File: src/rtl/bakraid_bank_server.sv
// bakraid_bank_server: serves loader writes and four round-robin ROM banks onto a single-command memory backend.
// Latency: BA_ACK 2 cycles after the request, each read word 1 cycle after MEM_DV; backpressure: MEM_REQ held until MEM_GNT.
module bakraid_bank_server #(
    parameter int BURST = 2,
    parameter int AW    = 22
) (
    input  logic          CLK,
    input  logic          RESET_N,
    input  logic          DOWNLOADING,
    input  logic [AW-1:0] PROG_ADDR,
    input  logic [15:0]   PROG_DATA,
    input  logic [1:0]    PROG_MASK,
    input  logic [1:0]    PROG_BA,
    input  logic          PROG_WE,
    output logic          PROG_RDY,
    input  logic [AW-1:0] BA0_ADDR,
    input  logic [AW-1:0] BA1_ADDR,
    input  logic [AW-1:0] BA2_ADDR,
    input  logic [AW-1:0] BA3_ADDR,
    input  logic [3:0]    BA_RD,
    input  logic          BA_WR,
    input  logic [15:0]   BA0_DIN,
    input  logic [1:0]    BA0_DIN_M,
    output logic [3:0]    BA_ACK,
    output logic [3:0]    BA_DST,
    output logic [3:0]    BA_RDY,
    output logic [3:0]    BA_DOK,
    output logic [15:0]   DATA_READ,
    output logic          MEM_REQ,
    output logic          MEM_WE,
    output logic [1:0]    MEM_BA,
    output logic [AW-1:0] MEM_ADDR,
    output logic [15:0]   MEM_DIN,
    output logic [1:0]    MEM_MASK,
    input  logic          MEM_GNT,
    input  logic          MEM_DV,
    input  logic [15:0]   MEM_DOUT
);
    typedef enum logic [1:0] {IDLE, CMD, RDATA} state_t;
    localparam logic [1:0] LAST_WORD = 2'(BURST - 1);

    state_t        state;
    logic [1:0]    rr;
    logic [1:0]    cnt;
    logic          is_prog;
    logic          prog_guard;
    logic [3:0]    cand;
    logic [3:0]    bank_oh;
    logic [1:0]    pick;
    logic [1:0]    idx;
    logic          pick_vld;
    logic [AW-1:0] pick_addr;

    assign bank_oh = 4'b0001 << MEM_BA;

    // First candidate at or after rr, wrapping 3 -> 0.
    always_comb begin
        cand     = BA_RD | {3'b000, BA_WR};
        pick     = 2'd0;
        pick_vld = 1'b0;
        idx      = 2'd0;
        for (int i = 0; i < 4; i++) begin
            idx = rr + i[1:0];
            if (!pick_vld && cand[idx]) begin
                pick     = idx;
                pick_vld = 1'b1;
            end
        end
    end

    always_comb begin
        case (pick)
            2'd0:    pick_addr = BA0_ADDR;
            2'd1:    pick_addr = BA1_ADDR;
            2'd2:    pick_addr = BA2_ADDR;
            default: pick_addr = BA3_ADDR;
        endcase
    end

    always_ff @(posedge CLK or negedge RESET_N) begin
        if (!RESET_N) begin
            state      <= IDLE;
            rr         <= 2'd0;
            cnt        <= 2'd0;
            is_prog    <= 1'b0;
            prog_guard <= 1'b0;
            PROG_RDY   <= 1'b0;
            BA_ACK     <= 4'd0;
            BA_DST     <= 4'd0;
            BA_RDY     <= 4'd0;
            BA_DOK     <= 4'd0;
            DATA_READ  <= 16'd0;
            MEM_REQ    <= 1'b0;
            MEM_WE     <= 1'b0;
            MEM_BA     <= 2'd0;
            MEM_ADDR   <= '0;
            MEM_DIN    <= 16'd0;
            MEM_MASK   <= 2'd0;
        end else begin
            BA_ACK     <= 4'd0;
            BA_DST     <= 4'd0;
            BA_RDY     <= 4'd0;
            BA_DOK     <= 4'd0;
            PROG_RDY   <= 1'b0;
            prog_guard <= 1'b0;
            case (state)
                IDLE: begin
                    if (DOWNLOADING) begin
                        // The loader keeps PROG_WE high for one cycle after PROG_RDY.
                        if (PROG_WE && !prog_guard) begin
                            MEM_REQ  <= 1'b1;
                            MEM_WE   <= 1'b1;
                            MEM_BA   <= PROG_BA;
                            MEM_ADDR <= PROG_ADDR;
                            MEM_DIN  <= PROG_DATA;
                            MEM_MASK <= PROG_MASK;
                            is_prog  <= 1'b1;
                            state    <= CMD;
                        end
                    end else if (pick_vld) begin
                        MEM_REQ  <= 1'b1;
                        MEM_BA   <= pick;
                        MEM_ADDR <= pick_addr;
                        is_prog  <= 1'b0;
                        rr       <= pick + 2'd1;
                        if (pick == 2'd0 && BA_WR) begin
                            MEM_WE   <= 1'b1;
                            MEM_DIN  <= BA0_DIN;
                            MEM_MASK <= BA0_DIN_M;
                        end else begin
                            MEM_WE <= 1'b0;
                        end
                        state <= CMD;
                    end
                end
                CMD: begin
                    if (MEM_GNT) begin
                        MEM_REQ <= 1'b0;
                        if (is_prog) begin
                            PROG_RDY   <= 1'b1;
                            prog_guard <= 1'b1;
                            state      <= IDLE;
                        end else begin
                            BA_ACK <= bank_oh;
                            if (MEM_WE) begin
                                BA_RDY <= bank_oh;
                                state  <= IDLE;
                            end else begin
                                state <= RDATA;
                            end
                        end
                    end
                end
                RDATA: begin
                    if (MEM_DV) begin
                        DATA_READ <= MEM_DOUT;
                        BA_RDY    <= bank_oh;
                        BA_DOK    <= bank_oh;
                        if (cnt == 2'd0) BA_DST <= bank_oh;
                        if (cnt == LAST_WORD) begin
                            cnt   <= 2'd0;
                            state <= IDLE;
                        end else begin
                            cnt <= cnt + 2'd1;
                        end
                    end else if (cnt != 2'd0) begin
                        BA_DOK <= bank_oh;
                    end
                end
                default: state <= IDLE;
            endcase
        end
    end
endmodule

File: config.mk
export PLATFORM = sky130hd
export DESIGN_NAME = bakraid_bank_server
export DESIGN_NICKNAME = d
export VERILOG_FILES = /design/src/rtl/bakraid_bank_server.sv
export SDC_FILE = /design/constraint.sdc
export NUM_CORES = 1
export LEC_CHECK = 0
export CORE_ASPECT_RATIO = 2
export CORE_MARGIN = 2
export CORE_UTILIZATION = 34
export CTS_BUF_LIST = sky130_fd_sc_hd__clkbuf_8
export DETAILED_ROUTE_END_ITERATION = 7
export GPL_ROUTABILITY_DRIVEN = 0
export HOLD_SLACK_MARGIN = 0.1
export MAX_ROUTING_LAYER = met4
export PLACE_DENSITY = 0.78
export SLEW_MARGIN = 30
export SYNTH_ARGS = -nofsm -noshare
export SYNTH_HDL_FRONTEND = slang
export SYNTH_SLANG_ARGS = --single-unit
File: constraint.sdc
create_clock -name CLK -period 2 [get_ports CLK]
set_input_delay 0.4 -clock CLK [delete_from_list [all_inputs] [get_ports CLK]]
set_output_delay 0.4 -clock CLK [all_outputs]
set_load 0.05 [all_outputs]
==> impl_metrics.tcl <==
set metrics [dict create \
    status "finished with violations" \
    failed_checks "negative setup slack" \
    design.core.area_sq_um 11700 \
    areaGrowthSynthToFinish_pct 86.9 \
    p_leak_nw 3.32 \
    nNetsFinal 837 \
    worstMarginPinSlew_ps 552 \
    die-area_sq_um 12800 \
    hold_viol_final 0 \
    first_pass_iters 7 \
    final-max-slew-violation-count 0 \
    cts.sinks 84 \
    r2r_setup_slack_ps -70 \
    worst_path_max_delay_cell "dfrtp_2" \
    dp.cells 775 \
    synthCells 375 \
    portBuffers 251 \
    min_period_over_period 1.03 \
    num_antenna_cells 0 \
    path_delay_family "compound AO/OA/AOI/OAI gates" \
    yosys-top-cells-area "dfrtp_1, mux2_2, o22ai_1, a222oi_1, nor2_1" \
    syn-num-nets 557 \
    synth-seq-cells 84 \
    drt.antenna.violating_nets 0 \
    cts_max_level 3 \
    gr-usage-all-layers 0.245 \
    synthesis.area_sq_um 4050 \
    r2r_cells 9 \
    vias 4222 \
    fin_cells 805 \
    drcViolationCount 0 \
    synth_top_cell_by_area "dfrtp_1" \
    dp_hpwl_um 11500 \
    max-slew-margin-rel 0.631 \
    synth-edff-count 0 \
    synth_top_area_share 0.519 \
    routed_wl_um 15800 \
    cts.path.max_buffers 2 \
    wl_per_cell_um 19.6 \
    dieHeight_um 158 \
    synth.avg_cell_area_sq_um 10.8 \
    worstSkewPairLatency_ps 360 \
    synth_ff_type "dfrtp_1" \
    fin_ws_ps -67.2 \
    vias_per_cell 5.24 \
    cp.required_ps 2260 \
    power_density_nw_per_um2 1530 \
    rsz0062_at_grt "yes" \
    grt_pass1_wl_um 22600 \
    hold_class "in2async" \
    pin_count 252 \
    worstPathCellList "nand2b_4 -> a21o_2 -> o221a_4 -> buf_6 -> ha_4 -> buf_12 -> a222oi_1 -> mux2_4 -> a21oi_2" \
    layout_commonest_cell "clkdlybuf4s50_1" \
    layout-drive-gt1-share 0.218 \
    cp-start-kind "flip-flop" \
    initial_core_util 0.346 \
    peakVddDrop_mv 0.834 \
    drv_cap 0 \
    yosysSeqAreaShare 0.519 \
    die_w_um 81.1 \
    crit_fanout 11 \
    cp_num_buf_inv 2 \
    drtIter0Drc 213 \
    final_util 0.646 \
    cp-end-kind "flip-flop" \
    row_count 56 \
    setup_viol 13 \
    root_buffer "clkbuf_8" \
    path_clk_slew_ps 100 \
    crit_arrival_ps 2330 \
    path_class "reg2reg" \
    grt_antenna_before_repair 0 \
    numCtsBuffers 9 \
    yosys.cell_types.count 39 \
    async_flop_share 1.00 \
    ys_warn_count 0 \
    grt_pass1_vias 4476 \
    place_ws_ps -769 \
    final_cell_mix "clkdlybuf4s50_1, dfrtp_1, nor2_1" \
    reg2reg_to "MEM_ADDR[19]" \
    grt_remaining_overflow 0 \
    grt_max_degree 39 \
    tns_ps -246 \
    clock_skew_ps 16.0 \
    timing.fmax_ghz 0.484 \
    fin_crit_ps 2070 \
    cts_tree "yes" \
    cpPeakStageDelay_ps 450 \
    reg2reg_from "rr[1]" \
]
[per-layer routing]
metal  global-route usage  vias up  wire length (um)
li1                     -     1941                 -
met1                0.247     2019              5480
met2                0.434      223              8800
met3               0.0499       39               959
met4                0.128        0               565
met5                    -        -                 0
[where the power goes]
group / internal [mW] / switching [mW] / leakage (nW) / total (mW)
combinational: 3.20 / 4.33 / 2.22 / 7.53
sequential: 2.40 / 0.444 / 1.00 / 2.84
clock: 0.474 / 0.695 / 0.0979 / 1.17
[worst max-delay path by stage]
stage               startpoint           end  slack (ps)  cells past startpoint
global route             rr[1]  MEM_ADDR[17]        -120                      9
finish                   rr[1]  MEM_ADDR[19]         -70                      9
global placement      BA_RD[0]  MEM_ADDR[17]        -600                      8
CTS                      rr[1]  MEM_ADDR[18]         -30                      9
detailed placement    BA_RD[0]   MEM_ADDR[5]        -770                      8
floorplan             BA_RD[0]  MEM_ADDR[10]         -60                      9
[Yosys cell counts (5+ instances only)]
master	number
a21oi_2	8
a21oi_1	18
inv_1	33
mux2_2	38
nor2_1	48
clkbuf_1	13
a222oi_1	22
ha_1	7
o22ai_1	40
dfrtp_1	84
o21ai_0	8
nand2_1	5
[cells by family (layout without fill, tap and decap cells)]
kind of cell,count (synthesis),after routing,share of synthesized area
xor gates and xnor gates,1,1,0.00216
DFF,84,84,0.519
buffers and inverters,54,339,0.0575
AOI/OAI and AO/OA,107,107,0.192
and+or+nand+nor,81,81,0.0943
adders and majority gates,7,7,0.0216
muxes,41,41,0.113
[metrics by stage]
step / total power [mW] / instance area (sq um) / hold WS, ps
finish: 11.5 / 7560 / 496
global route: 12.1 / 7560 / 503
CTS: 11.5 / 7470 / 478
detailed placement: 9.71 / 7000 / 350
global placement: 9.50 / 7000 / 337
floorplan: 7.32 / 4210 / 104
[cell type report]
type / instances / area (sq um)
clock inverters: 7 / 58.8
well taps: 145 / 181
flip-flops and latches: 84 / 2100
multi-input cells: 237 / 1940
clock buffers: 9 / 124
fillers: 919 / 4140
repair buffers: 290 / 3030
inverters: 33 / 126
[worst reg2reg max path: cells and delay by family, from the launching register on]
family	cells	cell delay, ps
compound gates	4	670
fa+ha+maj	1	190
buf+inv	2	290
flops	1	450
mux	1	230
simple gates	1	140
[state kept, by name, indices dropped and copies added (netlist names), 2 cells and up]
signal     cells
DATA_READ     16
MEM_DIN       16
state          2
MEM_ADDR      22
BA_ACK         4
cnt            2
BA_DOK         4
BA_RDY         4
MEM_BA         2
rr             2
BA_DST         4
MEM_MASK       2
[what timing repair did]
item / CTS / global route
setup buffers: 11 / 0
endpoints found under the hold margin: 26 / 0
pin swaps: 25 / 17
hold buffers: 1 / 0
cloned: 2 / 0
resized for setup: 40 / 28
setup endpoints to repair: 45 / 55
Power figures use the tool's default switching activity.
